--- src/rtl/fifo_datapath.sv ---
// Storage and pointer datapath for the synchronous FIFO: register-file memory,
// wrap-bit pointers, occupancy count, registered read port and sticky error flags.
module fifo_datapath #(
    parameter int DATA_WIDTH = 8,
    parameter int ADDR_WIDTH = 4
) (
    input  logic                  clk,
    input  logic                  rst,
    input  logic [4:0]            control_signals,
    input  logic [DATA_WIDTH-1:0] data_in,
    output logic [DATA_WIDTH-1:0] data_out,
    output logic                  data_valid,
    output logic [1:0]            status_signals,
    output logic [ADDR_WIDTH:0]   count,
    output logic                  overflow,
    output logic                  underflow
);
    localparam int DEPTH = 2 ** ADDR_WIDTH;

    logic [DATA_WIDTH-1:0] mem [DEPTH];
    logic [ADDR_WIDTH:0]   wptr, rptr;
    logic load_data, read_data, clear, r_adr_trigger, w_adr_trigger;
    logic wr_req, rd_req, wr_acc, rd_acc, empty, full;

    assign {load_data, read_data, clear, r_adr_trigger, w_adr_trigger} = control_signals;

    assign wr_req = load_data & w_adr_trigger;
    assign rd_req = read_data & r_adr_trigger;

    assign empty = (wptr == rptr);
    assign full  = (wptr[ADDR_WIDTH-1:0] == rptr[ADDR_WIDTH-1:0]) &&
                   (wptr[ADDR_WIDTH] != rptr[ADDR_WIDTH]);
    assign status_signals = {empty, full};

    // A full FIFO still takes a write when a read frees the slot on the same edge.
    assign rd_acc = rd_req & ~empty;
    assign wr_acc = wr_req & (~full | rd_acc);

    always_ff @(posedge clk) begin
        if (rst && !clear && wr_acc)
            mem[wptr[ADDR_WIDTH-1:0]] <= data_in;
    end

    always_ff @(posedge clk or negedge rst) begin
        if (!rst) begin
            wptr       <= '0;
            rptr       <= '0;
            count      <= '0;
            data_out   <= '0;
            data_valid <= 1'b0;
            overflow   <= 1'b0;
            underflow  <= 1'b0;
        end else if (clear) begin
            wptr       <= '0;
            rptr       <= '0;
            count      <= '0;
            data_valid <= 1'b0;
            overflow   <= 1'b0;
            underflow  <= 1'b0;
        end else begin
            data_valid <= rd_acc;
            if (rd_acc) begin
                data_out <= mem[rptr[ADDR_WIDTH-1:0]];
                rptr     <= rptr + 1'b1;
            end
            if (wr_acc)
                wptr <= wptr + 1'b1;
            if (wr_acc && !rd_acc)
                count <= count + 1'b1;
            else if (rd_acc && !wr_acc)
                count <= count - 1'b1;
            if (wr_req && !wr_acc)
                overflow <= 1'b1;
            if (rd_req && !rd_acc)
                underflow <= 1'b1;
        end
    end
endmodule

--- config.mk ---
export PLATFORM = sky130hd
export DESIGN_NAME = fifo_datapath
export DESIGN_NICKNAME = d
export VERILOG_FILES = /design/src/rtl/fifo_datapath.sv
export SDC_FILE = /design/constraint.sdc
export NUM_CORES = 1
export LEC_CHECK = 0
export CORE_MARGIN = 3
export CORE_UTILIZATION = 30
export CTS_CLUSTER_SIZE = 24
export DETAILED_ROUTE_END_ITERATION = 16
export PLACE_DENSITY = 0.47
export SLEW_MARGIN = 0
export SYNTH_ARGS = -nofsm -noshare
export SYNTH_HDL_FRONTEND = slang
export SYNTH_SLANG_ARGS = --single-unit
--- constraint.sdc ---
create_clock -name clk -period 2.5 [get_ports clk]
set_input_delay 0.625 -clock clk [delete_from_list [all_inputs] [get_ports clk]]
set_output_delay 0.625 -clock clk [all_outputs]
set_load 0.01 [all_outputs]
Yosys cells after proc, flatten, opt, wreduce, memory -nomap -nowiden
Memories as Yosys holds them, arrays and structs flattened. A register that Yosys moved wholly into a read port is not among the register bits.
Index checks and enable logic that the tools add are counted.
{ "op_classes": {"n_eq_ne": 3, "n_mux": 14, "reduce_logical": 17, "n_addsub": 4, "n_bitwise": 8} }
{ "ops": {"columns": ["operator", "count"], "rows": [
  ["$mux W5", 7],
  ["$add A5 B1 Y5 const B", 3],
  ["$reduce_bool A2 Y1", 4],
  ["$logic_and A1 B1 Y1", 7],
  ["$mux W1", 7],
  ["$eq A5 B5 Y1", 1],
  ["$sub A5 B1 Y5 const B", 1],
  ["$and A1 B1 Y1", 4],
  ["$eq A4 B4 Y1", 1],
  ["$logic_not A1 Y1", 4],
  ["$not A1 Y1", 3],
  ["$reduce_bool A3 Y1", 1],
  ["$reduce_and A2 Y1", 1],
  ["$ne A1 B1 Y1", 1],
  ["$or A1 B1 Y1", 1]
]} }
{ "totals": {"out_inout_bits": 18, "in_bits": 15, "mem_count": 1, "elab_cells": 53, "reg_bits": 18, "mem_bits_rw": 128} }
{ "memory_table": {"columns": ["name", "words", "word_bits", "rd", "rd_clocked_by_memory_dff", "write_ports", "line", "text"], "rows": [
  ["mem", 16, 8, 1, 1, 1, "20", "logic [DATA_WIDTH-1:0] mem [DEPTH];"]
]} }

Logic depth before layout (Yosys ltp)
{ "depth": {"word_depth": 10, "ltp_mapped": 11, "ltp_nobuf": 10} }

Worst setup path before layout
OpenSTA, ideal clock, no wires.
{ "synth_path": {"path_type": "reg2reg", "from": "register rptr[0]", "to": "register count[4]", "n_path_buf": 1, "arrival_ps": 2603, "slack_ps": -229, "setup_time_ps": 126, "t_required_ps": 2374, "stages_incl_launch_ff": 12, "period_less_slack_ps": 2729, "path_cell_list": "dfrtp_1 > buf_6 > xor2_2 > nor4_4 > mux2_2 > inv_1 > ha_1 > a21o_1 > a21oi_1 > xnor2_1 > nor4_1 > a221o_1"} }
{ "synth_between": {"elab_chain_len": 8, "elab_cells_between_ends": 15, "classes_between": "eq/ne: 2; mux: 2; bitwise: 5; reduce/logical: 6"} }
{ "synth_lines": {"columns": ["element", "line", "text"], "rows": [
  ["start, declared", "21", "logic [ADDR_WIDTH:0] wptr, rptr;"],
  ["start signal, assigned", "64", "rptr <= rptr + 1'b1;"],
  ["$eq A5 B5 Y1 or $eq A4 B4 Y1 (tied branches)", "30, 31", null],
  ["$not A1 Y1 or $logic_and A1 B1 Y1 (tied branches)", "36, 31", null],
  ["$and A1 B1 Y1 or $not A1 Y1 (tied branches)", "36, 37", null],
  ["$or A1 B1 Y1", "37", "assign wr_acc = wr_req & (~full | rd_acc);"],
  ["$and A1 B1 Y1", "37", null],
  ["$logic_and A1 B1 Y1 or $logic_not A1 Y1 (tied branches)", "68, 70", null],
  ["$mux W5 or $logic_and A1 B1 Y1 (tied branches)", "68, 70", null],
  ["$mux W5 or $reduce_bool A3 Y1 (tied branches)", null, null],
  ["end signal, assigned", "69", "count <= count + 1'b1;"],
  ["end signal, assigned", "71", "count <= count - 1'b1;"],
  ["end, declared", "14", "output logic [ADDR_WIDTH:0] count,"]
]} }
Several ways; a longest one is shown, not always the timed one.
A chain may end at the register's enable or synchronous reset.

Final worst setup path
{ "layout_path": {"from": "register wptr[1]", "to": "register count[4]"} }
{ "layout_between": {"elab_chain_len": 8, "elab_cells_between_ends": 15, "classes_between": "eq/ne: 2; mux: 2; bitwise: 5; reduce/logical: 6"} }
{ "layout_lines": {"columns": ["element", "line", "text"], "rows": [
  ["start, declared", "21", null],
  ["start signal, assigned", "67", "wptr <= wptr + 1'b1;"],
  ["$eq A5 B5 Y1 or $eq A4 B4 Y1 (tied branches)", "30, 31", null],
  ["$not A1 Y1 or $logic_and A1 B1 Y1 (tied branches)", "36, 31", null],
  ["$and A1 B1 Y1 or $not A1 Y1 (tied branches)", "36, 37", null],
  ["$or A1 B1 Y1", "37", null],
  ["$and A1 B1 Y1", "37", null],
  ["$logic_and A1 B1 Y1 or $logic_not A1 Y1 (tied branches)", "68, 70", null],
  ["$mux W5 or $logic_and A1 B1 Y1 (tied branches)", "68, 70", null],
  ["$mux W5 or $reduce_bool A3 Y1 (tied branches)", null, null]
]} }
Several ways; a longest one is shown, not always the timed one.

==> flow_summary.ini <==
[global_routing]
grt_max_degree = 36
grt_pass1_wl_um = 21110
grt_remaining_overflow = 0
grt_antenna_before_repair = 0
grt_use_total_pct = 12.73
grt_pass1_vias = 3437

[logic_synthesis]
syn-num-nets = 349
avgSynthCellArea_um2 = 19.43
synth_cells = 324
ys_ff_latch = 154
ys_top_cells_by_area = edfxtp_1 (61%), mux4_2 (14%), dfrtp_1 (10%)
yosysTopAreaCell = edfxtp_1
yosysTopAreaCellShare_pct = 61.05
synth.cell_area_um2 = 6296
post_synth_num_cell_types = 37
yosysSeqAreaShare_pct = 71.38
ys.warnings.count = 0

[route]
postRouteAntennaNets = 0
drtPass1Iterations = 4
route.detailed.drc = 0
dr.first_iter.drc_count = 176
drt_wl_total_um = 13170
routedWlPerCell_um = 19.03
vias_per_cell = 4.645
vias = 3214

[floorplanning]
die_h_um = 150.9
rows = 52
core_um2 = 20430
dieArea_um2 = 22760
initial_core_util_pct = 30.82
io_pins = 33
dieWidth_um = 150.9

[worst_setup_path]
path_class = register to register
crit_family = compound AO/OA/AOI/OAI gates
cp_cell_sequence = xor2_2, nor4_4, buf_4, mux2_4, inv_4, ha_4, a21o_1, a21oi_2, xnor2_2, nor4_2, a221o_1
critPathLaunchType = register
r2r_start = wptr[1]$_DFFE_PN0P_
crit_start = wptr[1]$_DFFE_PN0P_
cp_data_required_time_ns = 2.80
crit_slowest_cell = dfrtp_1
cp_num_buf_inv = 2
crit_fanout = 3
slowest_delay_ns = 0.41
crit_path_end_kind = register
worstPathArrival_ns = 2.85

[sta]
rsz0062_at_grt = yes
max_freq_mhz = 392.4
hold_viol = 0
timing.hold.ws_ns = 0.5045
drv_slew = 0
worst_slack_ns = -0.04819
fin_worst_skew_ns = 0.007027
layout_min_cycle_time_ns = 2.548
tightest_slew_ns = 0.6016
setup_violations = 1
finalCritPeriodShare_pct = 101.9
slew_headroom_pct = 59.77

[finish]
syn2layout_area_growth_pct = 26.01
diodes = 0
nets = 434
fillers = 1903
drive_above_1_share_pct = 36.02

[clock_tree]
cts_root_buf = clkbuf_16
cts_tree = done
cts_buffers = 17
cts_max_level = 4
path_clk_slew_ns = 0.07
clock_sinks = 154
worstSkewPairLatency_ns = 0.42
ctsLongestPathBuffers = 2

[pwr]
powerDensity_nw_per_um2 = 795.9
p_total_mw = 6.314
p_leak_nw = 2.732
ir_drop_mv = 0.4373

[status]
failed_checks = negative setup slack
status = complete, but fails checks

[hold_path]
hold_path_startpoint = overflow$_DFFE_PN0P_
worstHoldPathType = register to register

[placement]
dpl.hpwl_um = 8505
place.gp.congestion = 0.7615
port-buffer-count = 32

[job]
maxCapViolations = 0
==> per-stage QoR <==
stage               instance area (um^2)  worst slack (ns)  TNS [ns]  std cells  util [%]
CTS                                 7884           -0.1011   -0.1011        690     38.59
finish                              7934          -0.04819  -0.04819        692     38.84
global placement                    7283           -0.2864    -11.80        655     35.65
floorplan                           6355          -0.06193  -0.06193        324         -
global route                        7934           -0.1662   -0.1662        692     38.84
detailed placement                  7283           -0.3380    -12.35        655     35.65
==> placed cells by master, fill, tap and decap left out, types with 8 or more instances in the layout <==
cell type	instances
dfrtp_1	25
mux4_2	40
clkdlybuf4s50_1	30
nor2_1	26
clkbuf_16	17
buf_4	48
edfxtp_1	128
nand2_1	13
mux2_2	8
==> report_power, final <==
group          total [mW]  internal [mW]  switching (mW)
logic               0.836          0.493           0.344
registers            2.96           2.88          0.0841
clock network        2.51           1.35            1.17
==> what timing repair did <==
action / 4_1_cts / 5_1_grt
resized for setup: 8 / 5
setup endpoints to repair: 3 / 4
pin swaps: 4 / 4
cloned: 0 / 0
setup buffers: 3 / 3
endpoints found under the hold margin: 0 / 0
hold buffers: 0 / 0
==> worst paths after layout <==
kind,slack (ns),depth (start not counted),endpoint
min in group asynchronous,0.64,2,data_out[7]$_DFFE_PN0P_
worst max-delay path,-0.05,11,count[4]$_DFFE_PN0P_
max in group asynchronous,1.56,2,rptr[0]$_DFFE_PN0P_
worst min-delay path,0.50,2,overflow$_DFFE_PN0P_
worst max register to register,-0.05,11,count[4]$_DFFE_PN0P_
worst min register to register,0.50,2,overflow$_DFFE_PN0P_
==> synthesized netlist by cell type, drive strengths merged <==
master,number
edfxtp,128
mux4,40
dfrtp,26
nor2,26
nand2,13
buf,9
ha,9
mux2,9
xor2,9
xnor2,8
clkbuf,7
a21oi,6
nor3,6
inv,3
nand2b,3
a21o,2
a31oi,2
and2,2
and4,2
nand4,2
nor4,2
o31ai,2
a211oi,1
a221o,1
and3b,1
fa,1
mux2i,1
nand3,1
nor2b,1
o21ai,1
==> metal layers <==
layer	wire [um]	share of wire [%]	GRT usage, %
met5	0	0	0
met4	153	1.2	4.488
met3	294	2.2	2.723
met2	6343	48	19.38
met1	6380	48	18.14
==> layout make-up <==
type | instances | area, um^2 | area share, %
repair buffers | 82 | 716.9 | 9.036
well taps | 270 | 337.8 | 4.258
multi-input cells | 151 | 1782 | 22.46
clock inverters | 15 | 162.7 | 2.050
flip-flops and latches | 154 | 4496 | 56.66
clock buffers | 17 | 425.4 | 5.362
inverters | 3 | 13.76 | 0.1735
==> cells by family after synthesis <==
family / count (synthesis) / synth area share (%)
AO/OA/AOI/OAI: 15 / 1.768
XOR/XNOR: 17 / 2.484
adder cells (fa/ha/maj): 10 / 2.107
buffers and inverters: 19 / 1.570
flip-flops: 154 / 71.38
multiplexers: 50 / 16.08
AND/OR/NAND/NOR: 59 / 4.611
==> registers in the layout, summed over array words and instances (netlist names) <==
register	count
count	5
data_out	8
wptr	5
underflow	1
rptr	5
overflow	1
data_valid	1
mem	128
==> tightest hold or removal path: stages, from the launching register on <==
cell and delay [ns]:
dfrtp_1 0.35, a21oi_1 0.04, nor2_1 0.08
Power figures use the tool's default switching activity.
